[src/rtl/round_robin_arbiter.sv]
// Round-robin arbiter: registered one-hot grant held until release, with rotating priority.
// Optional forced revocation after MAX_HOLD cycles when ARB_TIMEOUT_EN is defined.
module round_robin_arbiter #(
   parameter int W        = 4,
   parameter int MAX_HOLD = 16
) (
   input  logic                 clock,
   input  logic                 reset_L,
   input  logic [W-1:0]         request_vec,
   input  logic                 release_i,
   output logic [W-1:0]         grant_vec,
   output logic [$clog2(W)-1:0] granted_idx,
   output logic                 grant_valid,
   output logic                 error,
   output logic                 timeout
);

   localparam int IW = $clog2(W);

   typedef enum logic {IDLE, GRANTED} state_t;

   state_t          state_q, state_d;
   logic [IW-1:0]   ptr_q, ptr_d, idx_q, idx_d;
   logic [IW-1:0]   next_ptr, base, win;
   logic [W-1:0]    gvec_q, gvec_d;
   logic            valid_q, valid_d, error_q;
   logic            any_req, end_ten, grant_new, hold_hit;

   // Lowest requester at or above start, otherwise the lowest one overall (wrap).
   function automatic logic [IW-1:0] pick(input logic [W-1:0] req, input logic [IW-1:0] start);
      logic [IW-1:0] hi, lo;
      logic          hit_hi;
      hi     = '0;
      lo     = '0;
      hit_hi = 1'b0;
      for (int k = W - 1; k >= 0; k--) begin
         if (req[k]) begin
            lo = IW'(k);
            if (k >= int'(start)) begin
               hi     = IW'(k);
               hit_hi = 1'b1;
            end
         end
      end
      return hit_hi ? hi : lo;
   endfunction

`ifdef ARB_TIMEOUT_EN
   localparam int HC_W = $clog2(MAX_HOLD + 1);
   logic [HC_W-1:0] hold_q, hold_d;
   logic            timeout_q;

   assign hold_hit = (hold_q == HC_W'(MAX_HOLD - 1));
`else
   assign hold_hit = 1'b0;
`endif

   assign any_req  = |request_vec;
   assign next_ptr = (idx_q == IW'(W - 1)) ? '0 : idx_q + 1'b1;
   assign end_ten  = (state_q == GRANTED) &&
                     (release_i || !request_vec[idx_q] || hold_hit);
   // The pointer advance is visible to the search in the same cycle for zero-bubble handoff.
   assign base     = end_ten ? next_ptr : ptr_q;
   assign win      = pick(request_vec, base);

   always_comb begin
      state_d   = state_q;
      ptr_d     = ptr_q;
      idx_d     = idx_q;
      gvec_d    = gvec_q;
      valid_d   = valid_q;
      grant_new = 1'b0;
      case (state_q)
         IDLE: begin
            if (any_req) begin
               state_d   = GRANTED;
               grant_new = 1'b1;
            end
         end
         GRANTED: begin
            if (end_ten) begin
               ptr_d = next_ptr;
               if (any_req) begin
                  grant_new = 1'b1;
               end else begin
                  state_d = IDLE;
                  idx_d   = '0;
                  gvec_d  = '0;
                  valid_d = 1'b0;
               end
            end
         end
         default: state_d = IDLE;
      endcase
      if (grant_new) begin
         idx_d   = win;
         gvec_d  = W'(1) << win;
         valid_d = 1'b1;
      end
   end

   always_ff @(posedge clock) begin
      if (!reset_L) begin
         state_q <= IDLE;
         ptr_q   <= '0;
         idx_q   <= '0;
         gvec_q  <= '0;
         valid_q <= 1'b0;
         error_q <= 1'b0;
      end else begin
         state_q <= state_d;
         ptr_q   <= ptr_d;
         idx_q   <= idx_d;
         gvec_q  <= gvec_d;
         valid_q <= valid_d;
         error_q <= release_i & ~valid_q;
      end
   end

`ifdef ARB_TIMEOUT_EN
   always_comb begin
      hold_d = hold_q;
      if (grant_new) begin
         hold_d = '0;
      end else if (state_q == GRANTED) begin
         hold_d = hold_q + 1'b1;
      end
   end

   always_ff @(posedge clock) begin
      if (!reset_L) begin
         hold_q    <= '0;
         timeout_q <= 1'b0;
      end else begin
         hold_q    <= hold_d;
         timeout_q <= (state_q == GRANTED) && hold_hit && !release_i && request_vec[idx_q];
      end
   end

   assign timeout = timeout_q;
`else
   assign timeout = 1'b0;
`endif

   assign grant_vec   = gvec_q;
   assign granted_idx = idx_q;
   assign grant_valid = valid_q;
   assign error       = error_q;

endmodule

[config.mk]
export PLATFORM = sky130hd
export DESIGN_NAME = round_robin_arbiter
export DESIGN_NICKNAME = d
export VERILOG_FILES = /design/src/rtl/round_robin_arbiter.sv
export SDC_FILE = /design/constraint.sdc
export NUM_CORES = 1
export LEC_CHECK = 0
export ABC_AREA = 1
export ABC_CLOCK_PERIOD_IN_PS = 2000
export BUFFER_PORTS_ARGS = -buffer_cell sky130_fd_sc_hd__buf_2
export CAP_MARGIN = 20
export CORE_MARGIN = 2
export CORE_UTILIZATION = 40
export DETAILED_ROUTE_END_ITERATION = 8
export GPL_TIMING_DRIVEN = 0
export PLACE_DENSITY = 0.67
export SLEW_MARGIN = 20
export SYNTH_ARGS = -nofsm -noshare
export SYNTH_HDL_FRONTEND = slang
export SYNTH_SLANG_ARGS = --single-unit
[constraint.sdc]
create_clock -name clock -period 2 [get_ports clock]
set_clock_uncertainty 0.2 [all_clocks]
set_input_delay 0 -clock clock [delete_from_list [all_inputs] [get_ports clock]]
set_output_delay 0 -clock clock [all_outputs]
set_load 0.05 [all_outputs]
# Word-level counts from Yosys, hierarchy flattened
# Index checks and enable logic that the tools add are counted.
totals:
  elab_cells: 63
  regBits: 11
  inputBits: 7
  out_inout_bits: 9
op_classes:
  n_addsub: 1
  n_shift: 1
  reduce_logical: 7
  bitwise_logic: 3
  n_eq_ne: 2
  mux: 39
  magnitude_cmp: 4
op_table:
  columns: ["op", "n"]
  rows:
  - ["$mux W2", 17]
  - ["$mux W4", 4]
  - ["$mux W1", 15]
  - ["$ge A1 B2 Y1 const A", 2]
  - ["$pmux W1 S2", 2]
  - ["$reduce_bool A2 Y1", 2]
  - ["$reduce_or A4 Y1", 1]
  - ["$shl A1 B2 Y4 const A", 1]
  - ["$lt A2 B3 Y1 const B", 1]
  - ["$reduce_and A3 Y1", 1]
  - ["$add A2 B1 Y2 const B", 1]
  - ["$bmux W1 S2", 1]
  - ["$eq A2 B2 Y1 const B", 1]
  - ["$ge A2 B2 Y1 const A", 1]
  - ["$ne A2 B1 Y1 const B", 1]
  - ["$not A1 Y1", 2]
  - ["$and A1 B1 Y1", 1]
  - ["$logic_and A1 B1 Y1", 1]
  - ["$logic_not A1 Y1", 1]
  - ["$logic_or A1 B1 Y1", 1]

# Depth between registers and ports, before layout
# Gate-level depths: netlist of run 1.
depth:
  depth_word: 16
  mapped_depth: 17
  ltp_nobuf: 17

# Least setup slack after synthesis of run 1
# OpenSTA, ideal clock, no wires.
synth_path:
  path_kind: "reg-to-reg"
  start: "register idx_q[0], in the netlist granted_idx[0]"
  end: "register gvec_q[2], in the netlist grant_vec[2]"
  path_slack_ns: -0.101
  t_arrival_ns: 1.773
  setup_ns: 0.128
  n_path_buf: 0
  period_less_slack_ns: 2.101
  stages_incl_launch_ff: 18
  required_ns: 1.672
  path_cell_list: "dfxtp_1 > inv_1 > nand2_1 > nand3_2 > nand2_2 > nand2_4 > nand2_4 > nand2_1 > nand2_1 > nand2_1 > nand2_1 > nand2_1 > nand2_1 > nand2_1 > nand2_2 > nor2_1 > nor2_1 > nor2_1"
synth_via:
  elab_chain_cells: 16
  word_cells_on_any_way: 33
  classes_between: "1 x add/sub; 3 x order compare; 2 x eq/ne; 1 x shift; 20 x mux; 6 x reduce/logical"
synth_rtl:
  columns: ["item", "line", "text"]
  rows:
  - ["from (decl)", "23", "logic [IW-1:0] ptr_q, ptr_d, idx_q, idx_d;"]
  - ["from (signal assigned)", "113", "idx_q <= idx_d;"]
  - ["$bmux W1 S2", "61", "(release_i || !request_vec[idx_q] || hold_hit);"]
  - ["$mux W1 (implied by the code)", "61", null]
  - ["$logic_not A1 Y1", "61", null]
  - ["$logic_or A1 B1 Y1", "61", null]
  - ["$logic_and A1 B1 Y1", "60", "assign end_ten = (state_q == GRANTED) &&"]
  - ["$mux W2", null, null]
  - ["$ge A2 B2 Y1", "39", "if (k >= int'(start)) begin"]
  - ["$mux W2 / $mux W1 (equally long branches)", "39", null]
  - ["$mux W2 / $mux W1 (equally long branches)", "37", "if (req[k]) begin"]
  - ["$mux W2 / $mux W1 (equally long branches)", "39", null]
  - ["$mux W2 / $mux W1 (equally long branches)", "37", null]
  - ["$mux W2 / $mux W1 (equally long branches)", "39", null]
  - ["$mux W2 / $mux W1 (equally long branches)", "37", null]
  - ["$mux W2", "45", "return hit_hi ? hi : lo;"]
  - ["$shl A1 B2 Y4", "97", "gvec_d = W'(1) << win;"]
  - ["$mux W4", "95", "if (grant_new) begin"]
  - ["to (signal assigned)", "114", "gvec_q <= gvec_d;"]
  - ["to (decl)", "25", "logic [W-1:0] gvec_q, gvec_d;"]
# Parallel ways exist; a longest one is shown, timed or not. The select of a mux whose other input is x is not followed.
# A chain may end at the register's enable or synchronous reset.

# Worst setup path in the final report of run 1
layout_path:
  start: "input request_vec[1]"
  end: "register gvec_q[2], in the netlist grant_vec[2]"
layout_via:
  elab_chain_cells: 16
  word_cells_on_any_way: 34
  classes_between: "3 x order compare; 1 x eq/ne; 1 x shift; 22 x mux; 7 x reduce/logical"
layout_rtl:
  columns: ["item", "line", "text"]
  rows:
  - ["from (decl)", "9", "input logic [W-1:0] request_vec,"]
  - ["$bmux W1 S2", "61", null]
  - ["$mux W1 (implied by the code)", "61", null]
  - ["$logic_not A1 Y1", "61", null]
  - ["$logic_or A1 B1 Y1", "61", null]
  - ["$logic_and A1 B1 Y1", "60", null]
  - ["$mux W2", null, null]
  - ["$ge A2 B2 Y1", "39", null]
  - ["$mux W2 / $mux W1 (equally long branches)", "39", null]
  - ["$mux W2 / $mux W1 (equally long branches)", "37", null]
  - ["$mux W2 / $mux W1 (equally long branches)", "39", null]
  - ["$mux W2 / $mux W1 (equally long branches)", "37", null]
  - ["$mux W2 / $mux W1 (equally long branches)", "39", null]
  - ["$mux W2 / $mux W1 (equally long branches)", "37", null]
  - ["$mux W2", "45", null]
  - ["$shl A1 B2 Y4", "97", null]
  - ["$mux W4", "95", null]
# Parallel ways exist; a longest one is shown, timed or not. The select of a mux whose other input is x is not followed.

==> tab_implementation.tex, run 1 <==
\begin{tabular}{lr}
\hline
Metric & Value \\
\hline
\multicolumn{2}{l}{\textbf{Power}} \\
\quad Static leakage & about 0.51 nW \\
\quad Maximum vdd ir drop & $\sim$0.40 mV \\
\quad Pwr Density & about 800 nW/um\^{}2 \\
\multicolumn{2}{l}{\textbf{Worst setup path}} \\
\quad Worst EP required & 1950 ps \\
\quad Termination of the worst setup path & grant\_vec[2]\$\_SDFFE\_PN0P\_ \\
\quad Max Fanout on Critical Path & 6 \\
\quad Worst reg2reg path endpoint & grant\_vec[2]\$\_SDFFE\_PN0P\_ \\
\quad WP data arrival & 1850 ps \\
\quad Launching instance or port of the critical path & request\_vec[1] \\
\quad Cells along the critical path & dlygate4sd3\_1 -> buf\_4 -> inv\_2 -> nand2\_1 -> nand3\_2 -> nand2\_2 -> nand2\_4 -> nand2\_4 -> nand2\_4 -> nand2\_4 -> nand3\_4 -> nand2\_4 -> nor2\_4 -> nand2\_2 -> nand2\_4 -> nor2\_2 -> nor2\_1 -> nor2\_1 \\
\quad Logic depth of the worst register-to-register path & 15 \\
\quad FF-to-FF setup slack & between 100 and 150 ps \\
\quad Slowest cell on the critical path & sky130\_fd\_sc\_hd\_\_dlygate4sd3\_1 \\
\quad Element type at the critical path end & register \\
\quad Worst Path Buf+Inv & 3 \\
\quad Most Frequent Cell on Critical Path & sky130\_fd\_sc\_hd\_\_nand2\_4 \\
\quad Critical path type & in -> reg \\
\quad Startpoint of the worst register-to-register path & granted\_idx[0]\$\_SDFFE\_PN0P\_ \\
\quad Number of cells on the critical path & 18 \\
\quad Crit-path max cell delay & approximately 530 ps \\
\quad Cell family contributing the most delay on the critical path & simple AND/OR/NAND/NOR gates \\
\quad Kind of start point of the critical path & input pin \\
\multicolumn{2}{l}{\textbf{Clock network}} \\
\quad TritonCTS clock tree & built \\
\quad Worst-skew pair later-pin latency & 270 ps \\
\quad TritonCTS Buffers & 3 \\
\quad Sink Count & 11 \\
\quad Clock slew at the register clock pins of the worst setup and hold paths & approximately 70 ps \\
\quad Buffers from clock root to sink, at most & 2 \\
\quad Root buffer selected by CTS & sky130\_fd\_sc\_hd\_\_clkbuf\_4 \\
\quad Clock H-tree levels & 1 \\
\multicolumn{2}{l}{\textbf{STA}} \\
\quad Tmin final & roughly 1900 ps \\
\quad Setup TNS & 0 ps \\
\quad Number of setup violations in the final report & 0 \\
\quad Hold violation total from the final report & 0 \\
\quad Fraction of the cycle the final worst path needs & approximately 95\% \\
\quad Hold\_ws & a little under 30 ps \\
\quad Achievable frequency & 527.4 MHz \\
\quad Slew Limit Fails & 0 \\
\quad Setup repair after global routing missed its margin & true \\
\multicolumn{2}{l}{\textbf{Synthesis}} \\
\quad Syn avg cell area & 6.375 sq um \\
\quad Area of the mapped netlist & around 670 sq um \\
\quad Total of warnings raised by yosys & 0 \\
\quad Distinct cell type count after synthesis & 20 \\
\quad Number of flip-flops and latches in the synthesized netlist & 11 \\
\quad Portion of the post-synthesis area used by sequential elements & 32.90\% \\
\quad Net count after synthesis & approximately 110 \\
\quad Syn Inst Count & approximately 110 \\
\multicolumn{2}{l}{\textbf{Layout}} \\
\quad Layout Area Growth over Synthesis & 46.73\% \\
\quad Diodes inserted & 0 \\
\quad Share of post-route cells with drive strength above 1 & between 40 and 50\% \\
\quad \# nets final & between 100 and 150 \\
\quad Filler instances & roughly 140 \\
\multicolumn{2}{l}{\textbf{Routing}} \\
\quad Vias after detailed routing & approximately 710 \\
\quad Drc violations & 0 \\
\quad Remaining antenna violation count after routing & 0 \\
\quad Routed vias/inst & 4.784 \\
\quad Total wire length & about 1600 um \\
\quad Average routed wire per standard cell & $\sim$11 um \\
\quad First-iteration detailed-routing DRC count & 14 \\
\quad TritonRoute pass-1 iters & 5 \\
\multicolumn{2}{l}{\textbf{Worst hold path}} \\
\quad Class of the most critical hold timing path & in -> reg \\
\multicolumn{2}{l}{\textbf{Floorplan}} \\
\quad Count of standard-cell rows & 14 \\
\quad Number of placed I/O pins & 16 \\
\quad Placeable core region & around 1500 sq um \\
\quad Height of the die & approximately 45 um \\
\quad Die span in x & about 45 um \\
\quad Starting utilization of the core area & a little over two fifths \\
\quad Full die area & roughly 2000 sq um \\
\multicolumn{2}{l}{\textbf{Global route}} \\
\quad Number of global-route vias before repair & between 500 and 600 \\
\quad Grt total ovfl & 0 \\
\quad GR Util All Layers & 15.81\% \\
\quad Wire length of the first global-routing pass & between 2000 and 2500 um \\
\quad Number of antenna violations at the first check in global routing & 0 \\
\quad Pin count of the biggest net entering global routing & 11 \\
\multicolumn{2}{l}{\textbf{Placed design}} \\
\quad HPWL after DPL & 1062 um \\
\quad Buffers on Ports & 14 \\
\quad Weighted congestion reported at the end of routability-driven placement & around 0.75 \\
\multicolumn{2}{l}{\textbf{Run status}} \\
\quad Status & finished, final reports clean \\
\multicolumn{2}{l}{\textbf{Flow run}} \\
\quad Max Cap Viol & 0 \\
\hline
\end{tabular}
==> synthesized netlist by cell type <==
library cell                n  share of area [%]
sky130_fd_sc_hd__nand2_1   26                 15
sky130_fd_sc_hd__inv_1     17                9.5
sky130_fd_sc_hd__nor2_1    13                7.3
sky130_fd_sc_hd__dfxtp_1   11                 33
sky130_fd_sc_hd__a21oi_1    7                5.2
sky130_fd_sc_hd__nand2_2    7                6.5
sky130_fd_sc_hd__nand3_1    7                5.2
sky130_fd_sc_hd__nand3_2    3                4.5
sky130_fd_sc_hd__nand2_4    2                3.4
sky130_fd_sc_hd__o21ai_0    2                1.5
sky130_fd_sc_hd__a21oi_2    1                1.3
sky130_fd_sc_hd__buf_4      1                1.1
sky130_fd_sc_hd__clkbuf_1   1               0.56
sky130_fd_sc_hd__clkinv_1   1               0.56
sky130_fd_sc_hd__conb_1     1               0.56
sky130_fd_sc_hd__ha_1       1                1.9
sky130_fd_sc_hd__inv_2      1               0.56
sky130_fd_sc_hd__nand3b_1   1                1.1
sky130_fd_sc_hd__nor2_2     1               0.94
sky130_fd_sc_hd__nor3_1     1               0.75
==> worst min path at each step <==
stage | endpoint | cells after the start | start | slack, ps
after CTS | grant_valid$_SDFFE_PN0P_ | 6 | release_i | 20
after global routing | state_q$_SDFF_PN0_ | 4 | request_vec[3] | 100
after detailed placement | error$_SDFF_PN0_ | 3 | reset_L | 40
after global placement | error$_SDFF_PN0_ | 3 | reset_L | 40
final | grant_valid$_SDFFE_PN0P_ | 5 | release_i | 30
after floorplan | error$_SDFF_PN0_ | 2 | reset_L | -70
==> report_power, final <==
part	switching, W	internal [W]	total [W]
Combinational	0.000236	0.000121	0.000357
Clock	0.0000776	0.0000773	0.000155
Sequential	0.0000241	0.000247	0.000271
==> stage by stage <==
stage	utilization (%)	total power, W	instance area [sq um]	std cells	worst slack [ps]
2_1_floorplan	-	0.0004950	671.9	105	126.8
3_3_place_gp	49.43	0.0005465	762.0	135	149.8
3_5_place_dp	49.43	0.0005526	762.0	135	119.1
4_1_cts	55.03	0.0007151	848.3	145	94.83
5_1_grt	63.72	0.0008349	982.2	148	-18.66
6_report	63.72	0.0007832	982.2	148	103.9
==> layout by cell type (no fill, tap or decap), types with 2 or more instances in the layout <==
master                          netlist  routed
sky130_fd_sc_hd__inv_2                1       3
sky130_fd_sc_hd__buf_2                0      11
sky130_fd_sc_hd__nand3_1              7       6
sky130_fd_sc_hd__nor2_1              13      11
sky130_fd_sc_hd__nand2_1             26      13
sky130_fd_sc_hd__buf_4                1       5
sky130_fd_sc_hd__a21oi_2              1       2
sky130_fd_sc_hd__a21oi_1              7       6
sky130_fd_sc_hd__dlygate4sd3_1        0       5
sky130_fd_sc_hd__nand2_4              2       8
sky130_fd_sc_hd__inv_1               17      14
sky130_fd_sc_hd__clkbuf_1             1       2
sky130_fd_sc_hd__nand3_2              3       3
sky130_fd_sc_hd__nand2_2              7      14
sky130_fd_sc_hd__buf_6                0       2
sky130_fd_sc_hd__clkbuf_4             0       3
sky130_fd_sc_hd__dfxtp_1             11       9
sky130_fd_sc_hd__nor2_2               1       2
==> logic make-up after synthesis <==
family | synth area share, %
AND/OR/NAND/NOR | 44.30
AO/OA/AOI/OAI | 8.037
buffers and inverters | 12.34
adder cells (fa/ha/maj) | 1.869
other | 0.5602
flip-flops | 32.90
==> registers in the layout (all words and copies together), names as in the netlist <==
name	cells
error	1
grant_valid	1
grant_vec	4
granted_idx	2
ptr_q	2
state_q	1
==> layout make-up <==
class                      instances  area [sq um]  share of cell area (%)
tap                               16         20.02                   2.038
buffer                             2         11.26                   1.146
sequential                        11         225.2                   22.93
multi-input combinational         73         455.4                   46.37
clock buffer                       4         26.28                   2.675
inverter                          19         73.82                   7.516
timing repair buffer              23         170.2                   17.32
==> metal layers <==
metal	GRT usage [%]	up-vias	wire length, um
met5	0	-	0
met4	5.294	0	11
met3	6.400	2	104
met2	25.22	19	828
met1	19.36	316	646
li1	-	371	-
==> timing repair <==
item,CTS,global route
hold endpoints to repair,3,0
hold buffers,6,0
resized for setup,0,37
buffers inserted,0,3
setup endpoints to repair,0,5
==> tightest hold or removal path, delay by kind of cell <==
family | cells | cell delay (ps)
AOI/OAI and AO/OA | 2 | 220
buffers and inverters | 2 | 150
and+or+nand+nor | 1 | 100
(Power assumes the default switching activity.)
==> inputs of run 2 (changes only) <==
- CAP_MARGIN: 20 -> unset
- CORE_ASPECT_RATIO: unset -> 1.1
==> run 2 against run 1 <==
Against the previous run: largest cell class unchanged; global-route usage fell by 0.069 points; sequential cell count did not move; register-to-register slack got worse by 20 ps; critical endpoint is now grant_vec[0]$_SDFFE_PN0P_.
==> tab_implementation.tex, run 2 (same netlist as run 1, synthesis figures left out) <==
\begin{tabular}{lr}
\hline
Metric & Value \\
\hline
\multicolumn{2}{l}{\textbf{Run status}} \\
\quad Status & finished, final reports clean (unchanged) \\
\multicolumn{2}{l}{\textbf{STA}} \\
\quad Tmin final & 1897 ps (was 1896 ps) \\
\quad Number of setup violations in the final report & 0 (unchanged) \\
\quad Hold violation total from the final report & 0 (unchanged) \\
\quad Slew Limit Fails & 0 (unchanged) \\
\quad Fraction of the cycle the final worst path needs & 94.87\% (was 94.80\%) \\
\quad Setup TNS & 0 ps (unchanged) \\
\quad Final setup slack of the worst path & 102.6 ps (was 103.9 ps) \\
\quad Achievable frequency & 527.0 MHz (was 527.4 MHz) \\
\multicolumn{2}{l}{\textbf{Routing}} \\
\quad Drc violations & 0 (unchanged) \\
\quad Average routed wire per standard cell & 10.59 um (was 10.75 um) \\
\quad TritonRoute pass-1 iters & 4 (was 5) \\
\quad Remaining antenna violation count after routing & 0 (unchanged) \\
\quad Routed vias/inst & 4.764 (was 4.784) \\
\quad Total wire length & 1567 um (was 1591 um) \\
\quad First-iteration detailed-routing DRC count & 17 (was 14) \\
\quad Vias after detailed routing & 705 (was 708) \\
\multicolumn{2}{l}{\textbf{Clock network}} \\
\quad Clock H-tree levels & 1 (unchanged) \\
\quad Clock slew at the register clock pins of the worst setup and hold paths & 70 ps (about the same) \\
\quad Worst-skew pair later-pin latency & 270 ps (about the same) \\
\quad TritonCTS clock tree & built (unchanged) \\
\quad Buffers from clock root to sink, at most & 2 (unchanged) \\
\quad TritonCTS Buffers & 3 (unchanged) \\
\quad Sink Count & 11 (unchanged) \\
\quad Root buffer selected by CTS & sky130\_fd\_sc\_hd\_\_clkbuf\_4 (unchanged) \\
\multicolumn{2}{l}{\textbf{Floorplan}} \\
\quad Height of the die & 46.91 um (was 44.91 um) \\
\quad Die span in x & 43.01 um (was 44.91 um) \\
\quad Starting utilization of the core area & 42.46\% (was 43.43\%) \\
\quad Number of placed I/O pins & 16 (unchanged) \\
\quad Full die area & 2017 sq um (about the same) \\
\quad Count of standard-cell rows & 15 (was 14) \\
\quad Placeable core region & 1577 sq um (was 1541 sq um) \\
\multicolumn{2}{l}{\textbf{Placed design}} \\
\quad HPWL after DPL & 1047 um (was 1062 um) \\
\quad Weighted congestion reported at the end of routability-driven placement & 0.7060 (was 0.7508) \\
\quad Dpl ws & 99.95 ps (was 119.1 ps) \\
\quad Buffers on Ports & 14 (unchanged) \\
\multicolumn{2}{l}{\textbf{Layout}} \\
\quad \# nets final & 140 (was 141) \\
\quad Diodes inserted & 0 (unchanged) \\
\quad Most frequent cells in the layout & 15 x sky130\_fd\_sc\_hd\_\_nand2\_1, 14 x sky130\_fd\_sc\_hd\_\_inv\_1, 14 x sky130\_fd\_sc\_hd\_\_nand2\_2, 13 x sky130\_fd\_sc\_hd\_\_nor2\_1, 11 x sky130\_fd\_sc\_hd\_\_buf\_2 (was 14 x sky130\_fd\_sc\_hd\_\_inv\_1, 14 x sky130\_fd\_sc\_hd\_\_nand2\_2, 13 x sky130\_fd\_sc\_hd\_\_nand2\_1, 11 x sky130\_fd\_sc\_hd\_\_nor2\_1, 11 x sky130\_fd\_sc\_hd\_\_buf\_2) \\
\quad Flip-flop count of the largest register, all copies and words added & 4 (unchanged) \\
\quad Share of post-route cells with drive strength above 1 & 39.69\% (was 43.94\%) \\
\quad Most common library cell in the layout ignoring fill and taps & sky130\_fd\_sc\_hd\_\_nand2\_1 \\
\quad Layout Area Growth over Synthesis & 42.80\% (was 46.73\%) \\
\multicolumn{2}{l}{\textbf{Worst setup path}} \\
\quad Element type at the critical path end & register (unchanged) \\
\quad Most Frequent Cell on Critical Path & sky130\_fd\_sc\_hd\_\_nand2\_2 (was sky130\_fd\_sc\_hd\_\_nand2\_4) \\
\quad Max Fanout on Critical Path & 7 (was 6) \\
\quad Cells along the critical path & inv\_4 -> nand2\_2 -> nand3\_2 -> nand2\_2 -> nand2\_4 -> nand2\_4 -> nand2\_1 -> nand2\_1 -> nand2\_2 -> a21oi\_1 -> nand2\_2 -> nand2\_4 -> nor2\_1 -> nor2\_1 -> nor2\_1 (was dlygate4sd3\_1 -> buf\_4 -> inv\_2 -> nand2\_1 -> nand3\_2 -> nand2\_2 -> nand2\_4 -> nand2\_4 -> nand2\_4 -> nand2\_4 -> nand3\_4 -> nand2\_4 -> nor2\_4 -> nand2\_2 -> nand2\_4 -> nor2\_2 -> nor2\_1 -> nor2\_1) \\
\quad Startpoint of the worst register-to-register path & granted\_idx[0]\$\_SDFFE\_PN0P\_ (unchanged) \\
\quad Crit-path max cell delay & 400 ps (was 530 ps) \\
\quad Slowest cell on the critical path & sky130\_fd\_sc\_hd\_\_dfxtp\_4 (was sky130\_fd\_sc\_hd\_\_dlygate4sd3\_1) \\
\quad Kind of start point of the critical path & register (was input pin) \\
\quad Critical path type & reg -> reg (was in -> reg) \\
\quad Worst EP required & 1950 ps (about the same) \\
\quad Launching instance or port of the critical path & granted\_idx[0]\$\_SDFFE\_PN0P\_ (was request\_vec[1]) \\
\quad WP data arrival & 1840 ps (was 1850 ps) \\
\multicolumn{2}{l}{\textbf{Flow run}} \\
\quad Max Cap Viol & 0 (unchanged) \\
\multicolumn{2}{l}{\textbf{Power}} \\
\quad Maximum vdd ir drop & 0.4463 mV (was 0.4022 mV) \\
\quad Pwr Density & 795.9 nW/um\^{}2 (was 797.4 nW/um\^{}2) \\
\quad Static leakage & 0.5091 nW (was 0.5073 nW) \\
\multicolumn{2}{l}{\textbf{Worst hold path}} \\
\quad Class of the most critical hold timing path & in -> reg (unchanged) \\
\quad HP Start & request\_vec[2] (was release\_i) \\
\multicolumn{2}{l}{\textbf{Global route}} \\
\quad Number of global-route vias before repair & 525 (was 549) \\
\quad Grt total ovfl & 0 (unchanged) \\
\quad Number of antenna violations at the first check in global routing & 0 (unchanged) \\
\quad GR Util All Layers & 15.74\% (was 15.81\%) \\
\quad Wire length of the first global-routing pass & 2311 um (was 2283 um) \\
\quad Pin count of the biggest net entering global routing & 11 (unchanged) \\
\hline
\end{tabular}
## run 2: routing by layer
metal / global-route usage, % / routed length, um
met1: 16.94 / 697
met3: 3.462 / 54
met5: 0 / 0
met4: 9.091 / 38
met2: 29.09 / 777
## run 2: power breakdown
part / switching (W) / total, W / internal (W)
registers: 0.0000234 / 0.000271 / 0.000247
logic: 0.000224 / 0.000337 / 0.000114
clock network: 0.0000756 / 0.000153 / 0.0000774
## run 2: repair_timing
action / in CTS / in global routing
endpoints found under the hold margin: 5 / 0
resized for setup: 0 / 32
endpoints found under the setup margin: 0 / 6
buffers inserted: 0 / 2
hold buffers: 6 / 0
## run 2: layout make-up
cell class                      count  area, sq um
Inverter                           19        76.32
Buffer                              2        11.26
Timing Repair Buffer               22        168.9
Clock buffer                        4        26.28
Multi-Input combinational cell     73        426.7
Fill cell                         155        620.6
Tap cell                           17        21.27
Sequential cell                    11        225.2
## run 2: final timing paths
path / to / slack [ps] / cells after the start
worst max-delay path: grant_vec[0]$_SDFFE_PN0P_ / 100 / 15
worst min-delay path: state_q$_SDFF_PN0_ / 30 / 4
worst max register to register: grant_vec[0]$_SDFFE_PN0P_ / 100 / 15
worst min register to register: grant_vec[3]$_SDFFE_PN0P_ / 270 / 2
## run 2: worst max-delay path, delay by kind of cell (launching register included)
kind / cells / cell delay [ps]
compound gates: 1 / 180
flops: 1 / 400
simple gates: 13 / 930
buf+inv: 1 / 40
## run 2: through the flow
stage                     hold slack [ps]  instances  cell area (sq um)  total power [W]  utilization, %
after floorplan                    -68.65        105              671.9        0.0004950               -
after global routing                56.22        148              955.9        0.0008106           60.63
final                               29.04        148              955.9        0.0007609           60.63
after detailed placement            50.03        136              763.2        0.0005520           48.41
after global placement              39.28        136              763.2        0.0005471           48.41
after CTS                           9.359        146              849.6        0.0007148           53.89
